`config.mk`:
```
export PLATFORM = sky130hd
export DESIGN_NAME = morse_char_buffer_flat
export DESIGN_NICKNAME = d
export VERILOG_FILES = /design/src/rtl/morse_char_buffer_pkg.sv /design/src/rtl/morse_char_buffer_if.sv /design/src/rtl/morse_char_buffer_fifo.sv /design/src/rtl/morse_char_buffer.sv /design/src/flat_wrapper.sv
export SDC_FILE = /design/constraint.sdc
export NUM_CORES = 1
export LEC_CHECK = 0
export ABC_CLOCK_PERIOD_IN_PS = 2900
export CORE_ASPECT_RATIO = 0.5
export CORE_MARGIN = 2
export CORE_UTILIZATION = 59
export CTS_BUF_LIST = sky130_fd_sc_hd__clkbuf_2
export DETAILED_ROUTE_END_ITERATION = 16
export DONT_BUFFER_PORTS = 1
export PLACE_DENSITY = 0.78
export SYNTH_ARGS = -nofsm -noshare
export SYNTH_HDL_FRONTEND = slang
export SYNTH_SLANG_ARGS = --single-unit
```
`constraint.sdc`:
```
create_clock -name clk -period 2.9 [get_ports clk]
set_clock_uncertainty 0.2 [all_clocks]
set_input_delay 0.87 -clock clk [delete_from_list [all_inputs] [get_ports clk]]
set_output_delay 0.87 -clock clk [all_outputs]
set_load 0.1 [all_outputs]
```
`src/rtl/morse_char_buffer_pkg.sv`:
```
// Shared types for the morse character buffer: event kinds, packed symbol
// codes and the assembler state encoding.
package morse_pkg;

    // Event kinds as they arrive on in_kind
    typedef enum logic [1:0] {
        KIND_ENDSEQ = 2'b00,
        KIND_DOT    = 2'b01,
        KIND_DASH   = 2'b10,
        KIND_SPACE  = 2'b11
    } kind_e;

    // Two-bit symbol codes stored in each slot of a packed character
    localparam logic [1:0] SYM_NONE = 2'b00;
    localparam logic [1:0] SYM_DOT  = 2'b01;
    localparam logic [1:0] SYM_DASH = 2'b10;

    // Character assembler states
    typedef enum logic [1:0] {
        ST_EMPTY,
        ST_BUILD,
        ST_OVF
    } asm_state_e;

endpackage

```
`src/rtl/morse_char_buffer_if.sv`:
```
// Symbol-event input and character-queue output bundle of morse_char_buffer.
// The master side drives events and out_ready; the slave side is the buffer.
interface morse_char_buffer_if #(
    parameter int MAX_SYMS = 5,
    parameter int DEPTH    = 4
);
    localparam int LW  = $clog2(MAX_SYMS + 1);
    localparam int CW  = 2 * MAX_SYMS;
    localparam int LVW = $clog2(DEPTH + 1);

    logic           tick;
    logic           in_valid;
    logic [1:0]     in_kind;
    logic           out_valid;
    logic           out_ready;
    logic [CW-1:0]  out_seq;
    logic [LW-1:0]  out_len;
    logic           out_err;
    logic           out_eow;
    logic [LVW-1:0] level;
    logic           full;
    logic           drop;

    modport master (
        output tick, in_valid, in_kind, out_ready,
        input  out_valid, out_seq, out_len, out_err, out_eow, level, full, drop
    );

    modport slave (
        input  tick, in_valid, in_kind, out_ready,
        output out_valid, out_seq, out_len, out_err, out_eow, level, full, drop
    );
endinterface

```
`src/rtl/morse_char_buffer_fifo.sv`:
```
// morse_char_fifo: synchronous FIFO of completed characters. DEPTH must be a
// power of two so the pointers wrap naturally. A push while full with no pop
// in the same cycle is discarded and reported by a one-cycle drop pulse.
module morse_char_fifo #(
    parameter int WIDTH = 8,
    parameter int DEPTH = 4
) (
    input  logic                       clk,
    input  logic                       rst_n,
    input  logic                       clear,
    input  logic                       push,
    input  logic [WIDTH-1:0]           wdata,
    input  logic                       pop,
    output logic [WIDTH-1:0]           rdata,
    output logic [$clog2(DEPTH+1)-1:0] level,
    output logic                       full,
    output logic                       empty,
    output logic                       drop
);
    localparam int AW  = $clog2(DEPTH);
    localparam int LVW = $clog2(DEPTH + 1);

    logic [WIDTH-1:0] mem_q [DEPTH];
    logic [AW-1:0]    rd_ptr_q, rd_ptr_d;
    logic [AW-1:0]    wr_ptr_q, wr_ptr_d;
    logic [LVW-1:0]   level_q, level_d;
    logic             drop_q, drop_d;
    logic             do_pop, do_push;

    assign full    = (level_q == LVW'(DEPTH));
    assign empty   = (level_q == '0);
    assign do_pop  = pop & ~empty;
    assign do_push = push & (~full | do_pop);
    assign rdata   = mem_q[rd_ptr_q];
    assign level   = level_q;
    assign drop    = drop_q;

    // Next pointer/occupancy values; clear wins over push and pop
    always_comb begin
        // NOTE: every combinational output gets a default first so no path leaves it unassigned (no latch).
        rd_ptr_d = rd_ptr_q;
        wr_ptr_d = wr_ptr_q;
        level_d  = level_q;
        drop_d   = 1'b0;
        if (clear) begin
            rd_ptr_d = '0;
            wr_ptr_d = '0;
            level_d  = '0;
        end else begin
            if (do_pop)  rd_ptr_d = rd_ptr_q + AW'(1);
            if (do_push) wr_ptr_d = wr_ptr_q + AW'(1);
            if (do_push && !do_pop)      level_d = level_q + LVW'(1);
            else if (do_pop && !do_push) level_d = level_q - LVW'(1);
            drop_d = push & full & ~do_pop;
        end
    end

    // Pointer, occupancy and drop-pulse registers
    always_ff @(posedge clk or negedge rst_n) begin
        // NOTE: sequential state uses non-blocking assignments so every register samples pre-edge values.
        if (!rst_n) begin
            rd_ptr_q <= '0;
            wr_ptr_q <= '0;
            level_q  <= '0;
            drop_q   <= 1'b0;
        end else begin
            rd_ptr_q <= rd_ptr_d;
            wr_ptr_q <= wr_ptr_d;
            level_q  <= level_d;
            drop_q   <= drop_d;
        end
    end

    // Entry storage write port
    always_ff @(posedge clk) begin
        // NOTE: storage has no reset; level gates every read, so stale contents are never observed.
        if (do_push && !clear) mem_q[wr_ptr_q] <= wdata;
    end
endmodule

```
`src/rtl/morse_char_buffer.sv`:
```
// morse_char_buffer: assembles dot/dash events into packed character codes
// and queues completed characters in a DEPTH-entry FIFO drained by
// valid/ready. Optional feature macro: MORSE_CHAR_BUFFER_EOW_EN (EndSeq
// marks end of word and can push a zero-length marker entry).
module morse_char_buffer
    import morse_pkg::*;
#(
    parameter int MAX_SYMS = 5,
    parameter int DEPTH    = 4
) (
    input  logic               clk,
    input  logic               rst_n,
    input  logic               clear,
    morse_char_buffer_if.slave bus
);
    localparam int LW = $clog2(MAX_SYMS + 1);
    localparam int CW = 2 * MAX_SYMS;
`ifdef MORSE_CHAR_BUFFER_EOW_EN
    localparam int FW = CW + LW + 2;
`else
    localparam int FW = CW + LW + 1;
`endif

    asm_state_e     state_q, state_d;
    logic [CW-1:0]  code_q, code_d;
    logic [LW-1:0]  len_q, len_d;
    kind_e          kind;
    logic [1:0]     sym;
    logic           accept, is_sym;
    logic           push, push_err;
    logic [FW-1:0]  push_data, head_data;
    logic [CW-1:0]  head_seq;
    logic [LW-1:0]  head_len;
    logic           head_err, head_eow;
    logic           fifo_empty;
`ifdef MORSE_CHAR_BUFFER_EOW_EN
    logic           push_eow;
`endif

    assign kind   = kind_e'(bus.in_kind);
    assign accept = bus.tick & bus.in_valid & ~clear;
    assign is_sym = (kind == KIND_DOT) || (kind == KIND_DASH);
    assign sym    = (kind == KIND_DOT) ? SYM_DOT : SYM_DASH;

    // Assembler next state; a pushed entry always carries the current code/len
    always_comb begin
        state_d  = state_q;
        code_d   = code_q;
        len_d    = len_q;
        push     = 1'b0;
        push_err = 1'b0;
`ifdef MORSE_CHAR_BUFFER_EOW_EN
        push_eow = 1'b0;
`endif
        if (clear) begin
            state_d = ST_EMPTY;
            code_d  = '0;
            len_d   = '0;
        end else if (accept) begin
            unique case (state_q)
                ST_EMPTY: begin
                    if (is_sym) begin
                        code_d      = {CW{1'b0}} | CW'(SYM_NONE);
                        code_d[1:0] = sym;
                        len_d       = LW'(1);
                        state_d     = ST_BUILD;
                    end
`ifdef MORSE_CHAR_BUFFER_EOW_EN
                    else if (kind == KIND_ENDSEQ) begin
                        push     = 1'b1;
                        push_eow = 1'b1;
                    end
`endif
                end
                ST_BUILD: begin
                    if (is_sym) begin
                        if (len_q == LW'(MAX_SYMS)) begin
                            state_d = ST_OVF;
                        end else begin
                            for (int i = 0; i < MAX_SYMS; i++) begin
                                if (len_q == LW'(i)) code_d[2*i +: 2] = sym;
                            end
                            len_d = len_q + LW'(1);
                        end
                    end else begin
                        push    = 1'b1;
                        state_d = ST_EMPTY;
                        code_d  = '0;
                        len_d   = '0;
`ifdef MORSE_CHAR_BUFFER_EOW_EN
                        push_eow = (kind == KIND_ENDSEQ);
`endif
                    end
                end
                ST_OVF: begin
                    if (!is_sym) begin
                        push     = 1'b1;
                        push_err = 1'b1;
                        state_d  = ST_EMPTY;
                        code_d   = '0;
                        len_d    = '0;
`ifdef MORSE_CHAR_BUFFER_EOW_EN
                        push_eow = (kind == KIND_ENDSEQ);
`endif
                    end
                end
                default: state_d = ST_EMPTY;
            endcase
        end
    end

    // Assembler state registers
    always_ff @(posedge clk or negedge rst_n) begin
        if (!rst_n) begin
            state_q <= ST_EMPTY;
            code_q  <= '0;
            len_q   <= '0;
        end else begin
            state_q <= state_d;
            code_q  <= code_d;
            len_q   <= len_d;
        end
    end

`ifdef MORSE_CHAR_BUFFER_EOW_EN
    assign push_data = {push_eow, push_err, len_q, code_q};
    assign {head_eow, head_err, head_len, head_seq} = head_data;
`else
    assign push_data = {push_err, len_q, code_q};
    assign {head_err, head_len, head_seq} = head_data;
    assign head_eow  = 1'b0;
`endif

    morse_char_fifo #(.WIDTH(FW), .DEPTH(DEPTH)) u_fifo (
        .clk   (clk),
        .rst_n (rst_n),
        .clear (clear),
        .push  (push),
        .wdata (push_data),
        .pop   (bus.out_ready),
        .rdata (head_data),
        .level (bus.level),
        .full  (bus.full),
        .empty (fifo_empty),
        .drop  (bus.drop)
    );

    // Head fields read as zero whenever the queue is empty
    assign bus.out_valid = ~fifo_empty;
    assign bus.out_seq   = fifo_empty ? '0 : head_seq;
    assign bus.out_len   = fifo_empty ? '0 : head_len;
    assign bus.out_err   = ~fifo_empty & head_err;
    assign bus.out_eow   = ~fifo_empty & head_eow;
endmodule

```
`src/flat_wrapper.sv`:
```
// flat-port wrapper written by rule: the top's interface ports become plain ports
module morse_char_buffer_flat import morse_pkg::*;
#(
    parameter int MAX_SYMS = 5,
    parameter int DEPTH    = 4
)
  (clk, rst_n, clear, bus_tick, bus_in_valid, bus_in_kind, bus_out_ready, bus_out_valid, bus_out_seq, bus_out_len, bus_out_err, bus_out_eow, bus_level, bus_full, bus_drop);
  morse_char_buffer_if #(.MAX_SYMS(MAX_SYMS), .DEPTH(DEPTH)) bus_i ();
  input  logic clk;
  input  logic rst_n;
  input  logic clear;
  input wire logic [$bits(bus_i.tick)-1:0] bus_tick;
  input wire logic [$bits(bus_i.in_valid)-1:0] bus_in_valid;
  input wire logic [$bits(bus_i.in_kind)-1:0] bus_in_kind;
  input wire logic [$bits(bus_i.out_ready)-1:0] bus_out_ready;
  output wire logic [$bits(bus_i.out_valid)-1:0] bus_out_valid;
  output wire logic [$bits(bus_i.out_seq)-1:0] bus_out_seq;
  output wire logic [$bits(bus_i.out_len)-1:0] bus_out_len;
  output wire logic [$bits(bus_i.out_err)-1:0] bus_out_err;
  output wire logic [$bits(bus_i.out_eow)-1:0] bus_out_eow;
  output wire logic [$bits(bus_i.level)-1:0] bus_level;
  output wire logic [$bits(bus_i.full)-1:0] bus_full;
  output wire logic [$bits(bus_i.drop)-1:0] bus_drop;
  assign bus_i.tick = bus_tick;
  assign bus_i.in_valid = bus_in_valid;
  assign bus_i.in_kind = bus_in_kind;
  assign bus_i.out_ready = bus_out_ready;
  assign bus_out_valid = bus_i.out_valid;
  assign bus_out_seq = bus_i.out_seq;
  assign bus_out_len = bus_i.out_len;
  assign bus_out_err = bus_i.out_err;
  assign bus_out_eow = bus_i.out_eow;
  assign bus_level = bus_i.level;
  assign bus_full = bus_i.full;
  assign bus_drop = bus_i.drop;
  morse_char_buffer #(.MAX_SYMS(MAX_SYMS), .DEPTH(DEPTH)) u_core (.clk(clk), .rst_n(rst_n), .clear(clear), .bus(bus_i));
endmodule
```
==> flow_summary_export.csv <==
group,metric,value,unit
power_and_ir_drop,power_leakage,1.71,nW
yosys,syn-mean-instance-area,15.0,sq um
yosys,ys_warn_count,0,
clocking,cts_root_buf,"clkbuf_2",
power_and_ir_drop,total_power,0.00250,W
timing,holdWs,188,ps
drt,vias_per_cell,5.70,
timing,max_slew_margin,29.9,%
clocking,cts.clk_slew.worst_paths,220,ps
drt,wl,6670,um
placement,gp_congestion,0.791,
yosys,synth_ff_type,"edfxtp_1",
flow_run,drv_cap,0,
min_path,holdPathStages,1,
yosys,syn_area,3650,sq um
floorplanning,die_x,115,um
global_route,grt_pass1_vias,2173,
finish,design_area,4380,sq um
drt,postRouteAntennaNets,0,
yosys,post_synth_num_cell_types,46,
finish,regArea,2260,sq um
floorplanning,die-area,6870,sq um
critical_path,crit_required,1830,ps
yosys,synth_top_area_share,46.1,%
timing,setup_viol,14,
power_and_ir_drop,p_per_area,572,nW/um^2
finish,diodes,0,
finish,nets,303,
critical_path,cp.arrival,1970,ps
yosys,ys_async_sr_fraction,29.1,%
clocking,tritoncts,"yes",
yosys,yosysTopAreaCell,"edfxtp_1",
yosys,syn_inst,244,
critical_path,cp_slowest_cell,"mux4_2",
critical_path,cp_slowest_stage_delay,520,ps
status,outcome,"complete, but fails checks",
yosys,synthesis.nets,268,
timing,drv_slew,0,
critical_path,crit_type,"reg -> out",
placement,place_hpwl,4600,um
clocking,clockBufferDepth,2,
global_route,grt_start_max_net_pins,24,
drt,route.detailed.drc,0,
timing,rsz0062_at_grt,"true",
yosys,synth.yosys.seq_area_share,61.9,%
drt,drt-initial-drc-count,97,
timing,min_period_over_period,105,%
floorplanning,rows,20,
global_route,grt-ovfl-total,0,
finish,drive_gt1_share,35.9,%
critical_path,end_kind,"output port",
finish,multi_input_area,1360,sq um
clocking,clock_sink_count,79,
critical_path,cp_cell_sequence,"buf_12 -> mux4_2 -> and2_4 -> buf_12",
yosys,ys_top_cells_by_count,"56 x edfxtp_1, 23 x dfrtp_1, 20 x and2_1",
status,violations,"setup timing",
placement,dpl-instance-area,4210,sq um
critical_path,r2r-start,"u_core.state_q[1]",
yosys,synth_edf_count,56,
min_path,worstHoldPathType,"in -> reg",
min_path,min_from,"clear",
critical_path,path_common_cell,"buf_12",
drt,dr.pass1.iters,6,
floorplanning,design.core.area,6030,sq um
clocking,cts-buffers-inserted,9,
power_and_ir_drop,peakVddDrop,0.239,mV
clocking,htree_levels,3,
min_path,hold_path_end,"u_core.u_fifo.level[2]",
critical_path,reg2reg_depth,8,
placement,placement.io_buffers,0,
critical_path,r2r-end,"u_core.u_fifo.level[1]",
floorplanning,die_h,59.6,um
floorplanning,pin_count,29,
finish,num-fill-cells,390,
yosys,synth_area_leaders,"edfxtp_1 46%, dfrtp_1 16%, mux4_2 8.6%",
critical_path,crit_fanout,14,
placement,dpl_worst_slack,-97.7,ps
timing,setup_ws,-144,ps
floorplanning,start_util,60.5,%
critical_path,worstSetupStartpointType,"register",
timing,tightest_slew,1050,ps
global_route,grt_first_pass_wirelength,10600,um
yosys,synth-seq-cells,79,
timing,fmax,0.329,GHz
critical_path,regToRegSetupSlack,210,ps
drt,via_count,2120,
global_route,antenna_found_initial,0,
finish,syn_to_final_growth,20.1,%
timing,finalHoldViolCount,0,
clocking,clk_latency,510,ps
global_route,track_usage,21.4,%
drt,wl_per_cell,17.9,um
yosys,yosysMostFrequentCell,"edfxtp_1",
timing,period_minus_slack,3040,ps
-- layer usage --
layer / vias up / global-route usage (%) / routed length [um]
met3: 11 / 6.65 / 399
met1: 1065 / 27.9 / 2860
met5: - / 0 / 0
met4: 0 / 7.06 / 102
li1: 977 / - / -
met2: 67 / 35.2 / 3310
-- cell type report --
class                      count  area share (%)
timing repair buffer          36            10.9
sequential                    79            51.7
clock buffer                   9            1.03
tap                           88            2.51
inverter                      11            1.11
clock inverter                 7            1.83
multi-input combinational    142            31.0
-- state kept, by name, indices dropped and copies added (netlist names) --
signal,cells
u_core.u_fifo.rd_ptr_q,2
u_core.code_q,10
u_core.state_q,2
u_core.u_fifo.drop,1
u_core.u_fifo.wr_ptr_q,2
u_core.u_fifo.level,3
u_core.u_fifo.mem_q,56
u_core.len_q,3
-- kinds of logic (layout without fill, tap and decap cells) --
group	count (synthesis)	in the layout	synth area share [%]
other	1	1	0.103
AO/OA/AOI/OAI	28	28	5.69
adder cells (fa/ha/maj)	16	16	5.69
multiplexers	26	26	12.3
XOR/XNOR	5	5	1.20
buffers and inverters	23	63	2.81
flip-flops	79	79	61.9
AND/OR/NAND/NOR	66	66	10.4
-- repair_timing --
action,in CTS,in global routing
resized for setup,7,4
setup buffers,1,0
hold buffers,1,0
pin swaps,0,13
endpoints found under the hold margin,23,0
endpoints found under the setup margin,15,16
-- layout by cell type (no fill, tap or decap), types with 2 or more instances in the layout --
cell and count:
dfrtp_1 19, nor2_1 18, mux2i_1 2, buf_4 17
buf_6 2, mux4_2 14, nand3b_1 3, o21ai_0 5
mux2_2 8, and2_4 15, ha_1 14, xnor2_1 3
nand2b_1 3, mux2_1 2, a21oi_1 8, inv_6 2
a31oi_1 2, inv_1 10, inv_8 2, a21o_1 2
dfrtp_2 3, and3_1 5, buf_12 15, nand3_1 2
clkbuf_2 9, xor2_1 2, and2_1 5, nor2b_1 3
nand2_1 2, edfxtp_1 56
-- through the flow --
stage,utilization (%),TNS (ps),std cells
final,72.6,-1740,372
after global routing,72.6,-3340,372
after CTS,72.4,-2540,372
after detailed placement,69.8,-97.7,354
after global placement,69.8,-53.8,354
after floorplan,-,-279,244
-- how the worst max path moves through the flow --
stage,startpoint,to,slack (ps)
floorplan,bus_in_kind[0],u_core.u_fifo.level[1],-190
global placement,bus_in_kind[0],u_core.u_fifo.level[1],-50
detailed placement,bus_in_kind[0],u_core.u_fifo.level[1],-100
CTS,u_core.u_fifo.rd_ptr_q[0],bus_out_seq[7],-200
global route,u_core.u_fifo.rd_ptr_q[0],bus_out_seq[7],-250
finish,u_core.u_fifo.rd_ptr_q[0],bus_out_seq[7],-140
-- worst max-delay path: cells and delay by family (launching register included) --
family	cells	cell delay, ps
buffers and inverters	2	340
flip-flops	1	450
AND/OR/NAND/NOR	1	160
multiplexers	1	520
-- where the power goes --
part | leakage, nW | internal (W) | switching (W)
Sequential | 0.853 | 0.00124 | 0.0000310
Combinational | 0.779 | 0.000243 | 0.000383
Clock | 0.0748 | 0.000212 | 0.000391
Note: power is estimated with default switching activity, not from simulation.
